File: src/rtl/serial_tc_pkg.sv
// Shared types and defaults for the bit-serial two's-complement decoder.
package serial_tc_pkg;

   localparam int unsigned WIDTH_DEF = 8;

   typedef enum logic {
      IDLE  = 1'b0,
      SHIFT = 1'b1
   } state_e;

endpackage

File: src/rtl/serial_negator.sv
// Seen-first-one serial negator: passes bits up to and including the first 1,
// inverts every bit after it. Mealy output, one flop of state.
module serial_negator (
   input  logic clk,
   input  logic reset,
   input  logic clr,
   input  logic en,
   input  logic inp,
   output logic neg_bit
);

   logic seen_q;
   logic seen_d;
   logic seen_eff;

   always_comb begin
      seen_d   = seen_q;
      // clr marks bit 0, so the stale flag from the previous word is ignored
      seen_eff = clr ? 1'b0 : seen_q;
      neg_bit  = seen_eff ? ~inp : inp;
      if (en) begin
         seen_d = seen_eff | inp;
      end
   end

   always_ff @(posedge clk or negedge reset) begin
      if (!reset) begin
         seen_q <= 1'b0;
      end else begin
         seen_q <= seen_d;
      end
   end

endmodule

File: src/rtl/serial_tc_decoder.sv
// LSB-first serial two's-complement word to registered sign + magnitude.
// Optional SERIAL_TC_FRAME_ERR_EN adds a pulse on restart while busy.
module serial_tc_decoder
   import serial_tc_pkg::*;
#(
   parameter int unsigned WIDTH = WIDTH_DEF
) (
   input  logic             clk,
   input  logic             reset,
   input  logic             inp,
   input  logic             in_valid,
   input  logic             start,
   output logic             busy,
   output logic             out_valid,
   output logic             sign,
   output logic [WIDTH-1:0] mag,
   output logic             frame_err
);

   localparam int unsigned CNT_W = (WIDTH > 2) ? $clog2(WIDTH) : 1;
   localparam logic [CNT_W-1:0] CNT_LAST = CNT_W'(WIDTH - 1);

   state_e           state_q, state_d;
   logic [CNT_W-1:0] cnt_q, cnt_d;
   logic [WIDTH-1:0] raw_q, raw_d;
   logic [WIDTH-1:0] neg_q, neg_d;
   logic [WIDTH-1:0] mag_q, mag_d;
   logic             sign_q, sign_d;
   logic             busy_q, busy_d;
   logic             out_valid_q, out_valid_d;

   logic             bit0_c;
   logic             accept_c;
   logic             neg_bit_c;
   logic [WIDTH-1:0] raw_nxt_c;
   logic [WIDTH-1:0] neg_nxt_c;

   assign bit0_c    = in_valid & start;
   assign accept_c  = in_valid & (start | (state_q == SHIFT));
   assign raw_nxt_c = {inp, raw_q[WIDTH-1:1]};
   assign neg_nxt_c = {neg_bit_c, neg_q[WIDTH-1:1]};

   serial_negator u_negator (
      .clk    (clk),
      .reset  (reset),
      .clr    (bit0_c),
      .en     (accept_c),
      .inp    (inp),
      .neg_bit(neg_bit_c)
   );

   // Next-state and output-register logic
   always_comb begin
      state_d     = state_q;
      cnt_d       = cnt_q;
      raw_d       = raw_q;
      neg_d       = neg_q;
      sign_d      = sign_q;
      mag_d       = mag_q;
      out_valid_d = 1'b0;

      if (accept_c) begin
         raw_d = raw_nxt_c;
         neg_d = neg_nxt_c;
      end

      if (bit0_c) begin
         state_d = SHIFT;
         cnt_d   = CNT_W'(1);
      end else if ((state_q == SHIFT) && in_valid) begin
         if (cnt_q == CNT_LAST) begin
            state_d     = IDLE;
            cnt_d       = '0;
            out_valid_d = 1'b1;
            sign_d      = inp;
            mag_d       = inp ? neg_nxt_c : raw_nxt_c;
         end else begin
            cnt_d = cnt_q + CNT_W'(1);
         end
      end

      busy_d = (state_d == SHIFT);
   end

   always_ff @(posedge clk or negedge reset) begin
      if (!reset) begin
         state_q     <= IDLE;
         cnt_q       <= '0;
         raw_q       <= '0;
         neg_q       <= '0;
         sign_q      <= 1'b0;
         mag_q       <= '0;
         busy_q      <= 1'b0;
         out_valid_q <= 1'b0;
      end else begin
         state_q     <= state_d;
         cnt_q       <= cnt_d;
         raw_q       <= raw_d;
         neg_q       <= neg_d;
         sign_q      <= sign_d;
         mag_q       <= mag_d;
         busy_q      <= busy_d;
         out_valid_q <= out_valid_d;
      end
   end

   assign busy      = busy_q;
   assign out_valid = out_valid_q;
   assign sign      = sign_q;
   assign mag       = mag_q;

`ifdef SERIAL_TC_FRAME_ERR_EN
   logic frame_err_q, frame_err_d;

   always_comb begin
      frame_err_d = (state_q == SHIFT) & bit0_c;
   end

   always_ff @(posedge clk or negedge reset) begin
      if (!reset) begin
         frame_err_q <= 1'b0;
      end else begin
         frame_err_q <= frame_err_d;
      end
   end

   assign frame_err = frame_err_q;
`else
   assign frame_err = 1'b0;
`endif

endmodule

File: config.mk
export PLATFORM = sky130hd
export DESIGN_NAME = serial_tc_decoder
export DESIGN_NICKNAME = d
export VERILOG_FILES = /design/src/rtl/serial_tc_pkg.sv /design/src/rtl/serial_negator.sv /design/src/rtl/serial_tc_decoder.sv
export SDC_FILE = /design/constraint.sdc
export NUM_CORES = 1
export LEC_CHECK = 0
export ABC_AREA = 1
export CAP_MARGIN = 10
export CORE_ASPECT_RATIO = 1.25
export CORE_UTILIZATION = 53
export CTS_CLUSTER_DIAMETER = 200
export DETAILED_ROUTE_END_ITERATION = 10
export PLACE_DENSITY = 0.81
export SKIP_LAST_GASP = 1
export SLEW_MARGIN = 20
export SYNTH_ARGS = -nofsm -noshare
export SYNTH_HDL_FRONTEND = slang
export SYNTH_SLANG_ARGS = --single-unit
File: constraint.sdc
create_clock -name clk -period 1.4 [get_ports clk]
set_input_delay 0.28 -clock clk [delete_from_list [all_inputs] [get_ports clk]]
set_output_delay 0.28 -clock clk [all_outputs]
set_load 0.005 [all_outputs]
Yosys cells after proc, flatten, opt, wreduce, memory -nomap -nowiden
Cells that the tools add are included.
Cells by class
  $add $sub $neg: 1
  equality and inequality tests: 1
  reductions and logical operators: 5
  multiplexer cells: 12
  bitwise gates (word level): 6
Operator list (number)
  3-bit 2-to-1 mux: 3
  1-bit 2-to-1 mux: 8
  8-bit 2-to-1 mux: 1
  2-bit nonzero test: 2
  3-bit by 1-bit adder with 3-bit output, second input constant: 1
  3-bit == test, second input constant: 1
  3-bit AND reduction: 1
  1-bit AND: 2
  1-bit inverter: 2
  1-bit bitwise OR: 2
  2-bit AND reduction: 1
  1-bit logical AND: 1
Storage, ports and cells
  input port bits: 5
  register bits after elaboration: 31

Depth between registers and ports, before layout
  word-level depth: 4
  depth in mapped cells: 6
  depth with buffers taken out: 5

Hierarchy
From an unflattened synthesis, not the netlist that was laid out.
Second synthesis, totals
  cells, all modules: 166
  area, all modules: 1371.3 µm²
Modules (own cells, without submodules)
  serial_tc_decoder: times used 1, seq. area each 700.7 µm², cells each 156, area each 1303.8 µm²
  serial_negator: times used 1, seq. area each 25.0 µm², cells each 10, area each 67.6 µm²

Worst setup path before layout
Ideal clock, no wire load.
  path type: flip-flop to flip-flop
  from: register cnt_q[0]
  to: register mag_q[0] (netlist: mag[0])
  period minus slack after synthesis: 1.280 ns
  data required time: 1.283 ns
  data arrival time: 1.163 ns
  stages on the path, launching flop included: 7
  path buffers: 1
  setup slack: 0.120 ns
  path through: dfrtp_1 -> ha_1 -> ha_1 -> buf_2 -> nand4_2 -> nand2_1 -> nand2_1
Between the ends
  word-level cells in the longest chain between the ends: 2
Ends and longest elaborated chain
  from (decl): line serial_tc_decoder.sv:24  | logic [CNT_W-1:0] cnt_q, cnt_d;
  from (signal assigned): line serial_tc_decoder.sv:97  | cnt_q <= cnt_d;
  3-bit == test: line serial_tc_decoder.sv:71  | if (cnt_q == CNT_LAST) begin
  3-bit AND reduction (no line)
  to (signal assigned): line serial_tc_decoder.sv:101  | mag_q <= mag_d;
  to (decl): line serial_tc_decoder.sv:27  | logic [WIDTH-1:0] mag_q, mag_d;
Every way passes these cells.
A chain may end at the register's enable or synchronous reset.

Worst setup path in the final report
  from: register cnt_q[0]
  to: register mag_q[2] (netlist: mag[2])
The elaborated chain is that of the path after synthesis.

==> results.cfg <==
[run_status]
status = complete, no violations

[sta]
final_hold_viol_count = 0
drv_slew = 0
period_minus_slack_ps = 1340
fin_worst_skew_ps = 17.7
timing.hold.ws_ps = 305
final-setup-viol-count = 0
fmax_ghz = 0.744
period_share_pct = 96.0

[yosys]
synth_most_common_cell = nand2_1
synthCells = 157
synth_top_area_share_pct = 55.6
ys_seq_area_share_pct = 55.6
synth_seq_cells = 29
synth.avg_cell_area_um2 = 8.32
yosysWarnings = 0
yosysUniqueCellTypes = 16
synthFlopType = dfrtp_1
synth_common_cells = nand2_1, dfrtp_1, nand3_1
synth_area_um2 = 1310
synth_top_area_cell = dfrtp_1
synth_area_leaders = dfrtp_1, nand2_1, ha_1, nand3_1, buf_4
syn-num-nets = 167
synthArstFlopShare_pct = 100
synth_edf_count = 0

[die]
rows = 19
die_x_um = 46.4
fp.coreArea_um2 = 2260
die_area_um2 = 2670
start_util_pct = 57.8
ios = 17
die_h_um = 57.5

[routing]
ant_nets = 0
wl_per_cell_um = 12.2
vias = 1133
routed_wl_um = 2710
viasPerCell = 5.10
drcViolationCount = 0
drtIter0Drc = 36
first_pass_iters = 4

[grt]
grt_antenna_before_repair = 0
grt_usage_pct = 23.3
grt_pass1_vias = 1057
grt_pass1_wl_um = 4390
grt_max_degree = 30
gr-total-overflow = 0

[placed_design]
dp_hpwl_um = 1730
gp_congestion = 0.748
numPortBuffers = 15
dpl.cell_count = 208
placed_area_um2 = 1550

[pwr]
power.leakage_nw = 0.987
powerDensity_nw_per_um2 = 1230
power_mw = 2.06
vdd_drop_max_mv = 1.16

[worst_setup_path]
path_cells = ha_1 -> ha_1 -> buf_4 -> nand3_1 -> nand2_1
worst_setup_path_end_kind = flip-flop
cp_max_fo = 9
critPathArrivalTime_ps = 1570
timing.critical_path.buf_inv = 1
worst_setup_path_start_kind = flip-flop
required_ps = 1620
slowest_stage = dfrtp_1
path_common_cell = ha_1
critPathKind = reg -> reg
cp_top_family = adder cells
r2r_slack_ps = 60
slowest_delay_ps = 410

[layout]
drive_gt1_share_pct = 15.2
fin_nets = 200
stdcell_area_um2 = 1680
final_core_util_pct = 74.2
syn_to_final_growth_pct = 28.3
instances_no_fill = 222
antenna_cells = 0

[clock_tree]
path_clk_slew_ps = 90
htreeDepth = 2
cts_tree = built
clkSinkCount = 29
clockBufferDepth = 2
cts_buffers = 5
clk_latency_ps = 330
clock_tree.root_cell = clkbuf_4

[flow_run]
maxCapViolations = 0

[worst_hold_path]
hold_path.class = in -> async
final cells by class:
type	instances	area [um2]
Inverter	5	18.8
Tap cell	31	38.8
Sequential cell	29	726
Multi-Input combinational cell	117	527
Timing Repair Buffer	32	280
Clock buffer	7	55.1
Fill cell	164	583
Clock inverter	1	30.0
cell usage in the layout (no fill, tap or decap), drive strengths merged:
cell type and n:
inv 4, nor3b 1, ha 5, dfrtp 29, clkdlybuf4s50 4, nand4 1
nor2 1, dlymetal6s2s 1, dlygate4sd2 10, o21ai 2, clkinv 1, conb 1
nand2 96, bufinv 1, clkbuf 7, buf 17, nand3 10
path summary, 6_finish.rpt:
path	start	end	depth (start not counted)
worst max-delay path	cnt_q[0]	mag[2]	5
min in group clk	mag[6]	mag[6]	2
max in group asynchronous	reset	raw_q[3]	2
worst min register to register	mag[6]	mag[6]	2
worst min-delay path	reset	neg_q[7]	2
worst max register to register	cnt_q[0]	mag[2]	5
where the power goes:
group | internal (mW) | total [mW] | switching (mW)
sequential | 0.948 | 1.03 | 0.0797
combinational | 0.145 | 0.320 | 0.175
clock | 0.426 | 0.711 | 0.285
per-layer routing:
layer | track usage [%] | vias up | part of all wire [%]
li1 | - | 550 | -
met1 | 27.0 | 525 | 44
met2 | 36.9 | 51 | 48
met5 | 0 | - | 0
met4 | 10.9 | 0 | 1.8
met3 | 8.54 | 7 | 6.2
cell families after synthesis:
logic type | Yosys count | synth area share (%)
AOI/OAI and AO/OA | 2 | 0.766
adders and majority gates | 5 | 4.79
buffers and inverters | 11 | 4.79
DFF | 29 | 55.6
other | 1 | 0.287
and+or+nand+nor | 109 | 33.8
repair_timing:
item	4_1_cts	5_1_grt
hold endpoints to repair	0	0
endpoints found under the setup margin	11	11
buffers inserted	5	1
resized for setup	10	2
hold buffers	0	0
flip-flops by register name (all words and copies together) (netlist names):
register,flops
u_negator.seen_q,1
neg_q,7
cnt_q,3
sign,1
raw_q,7
mag,8
out_valid,1
busy,1
through the flow:
step / worst slack (ps) / setup TNS [ps]
finish: 55.9 / 0
global route: -12.8 / -12.8
floorplan: 120 / 0
CTS: -55.7 / -55.7
global placement: -50.6 / -477
detailed placement: -88.5 / -1200
No activity file was read; power rests on OpenSTA's default activity.
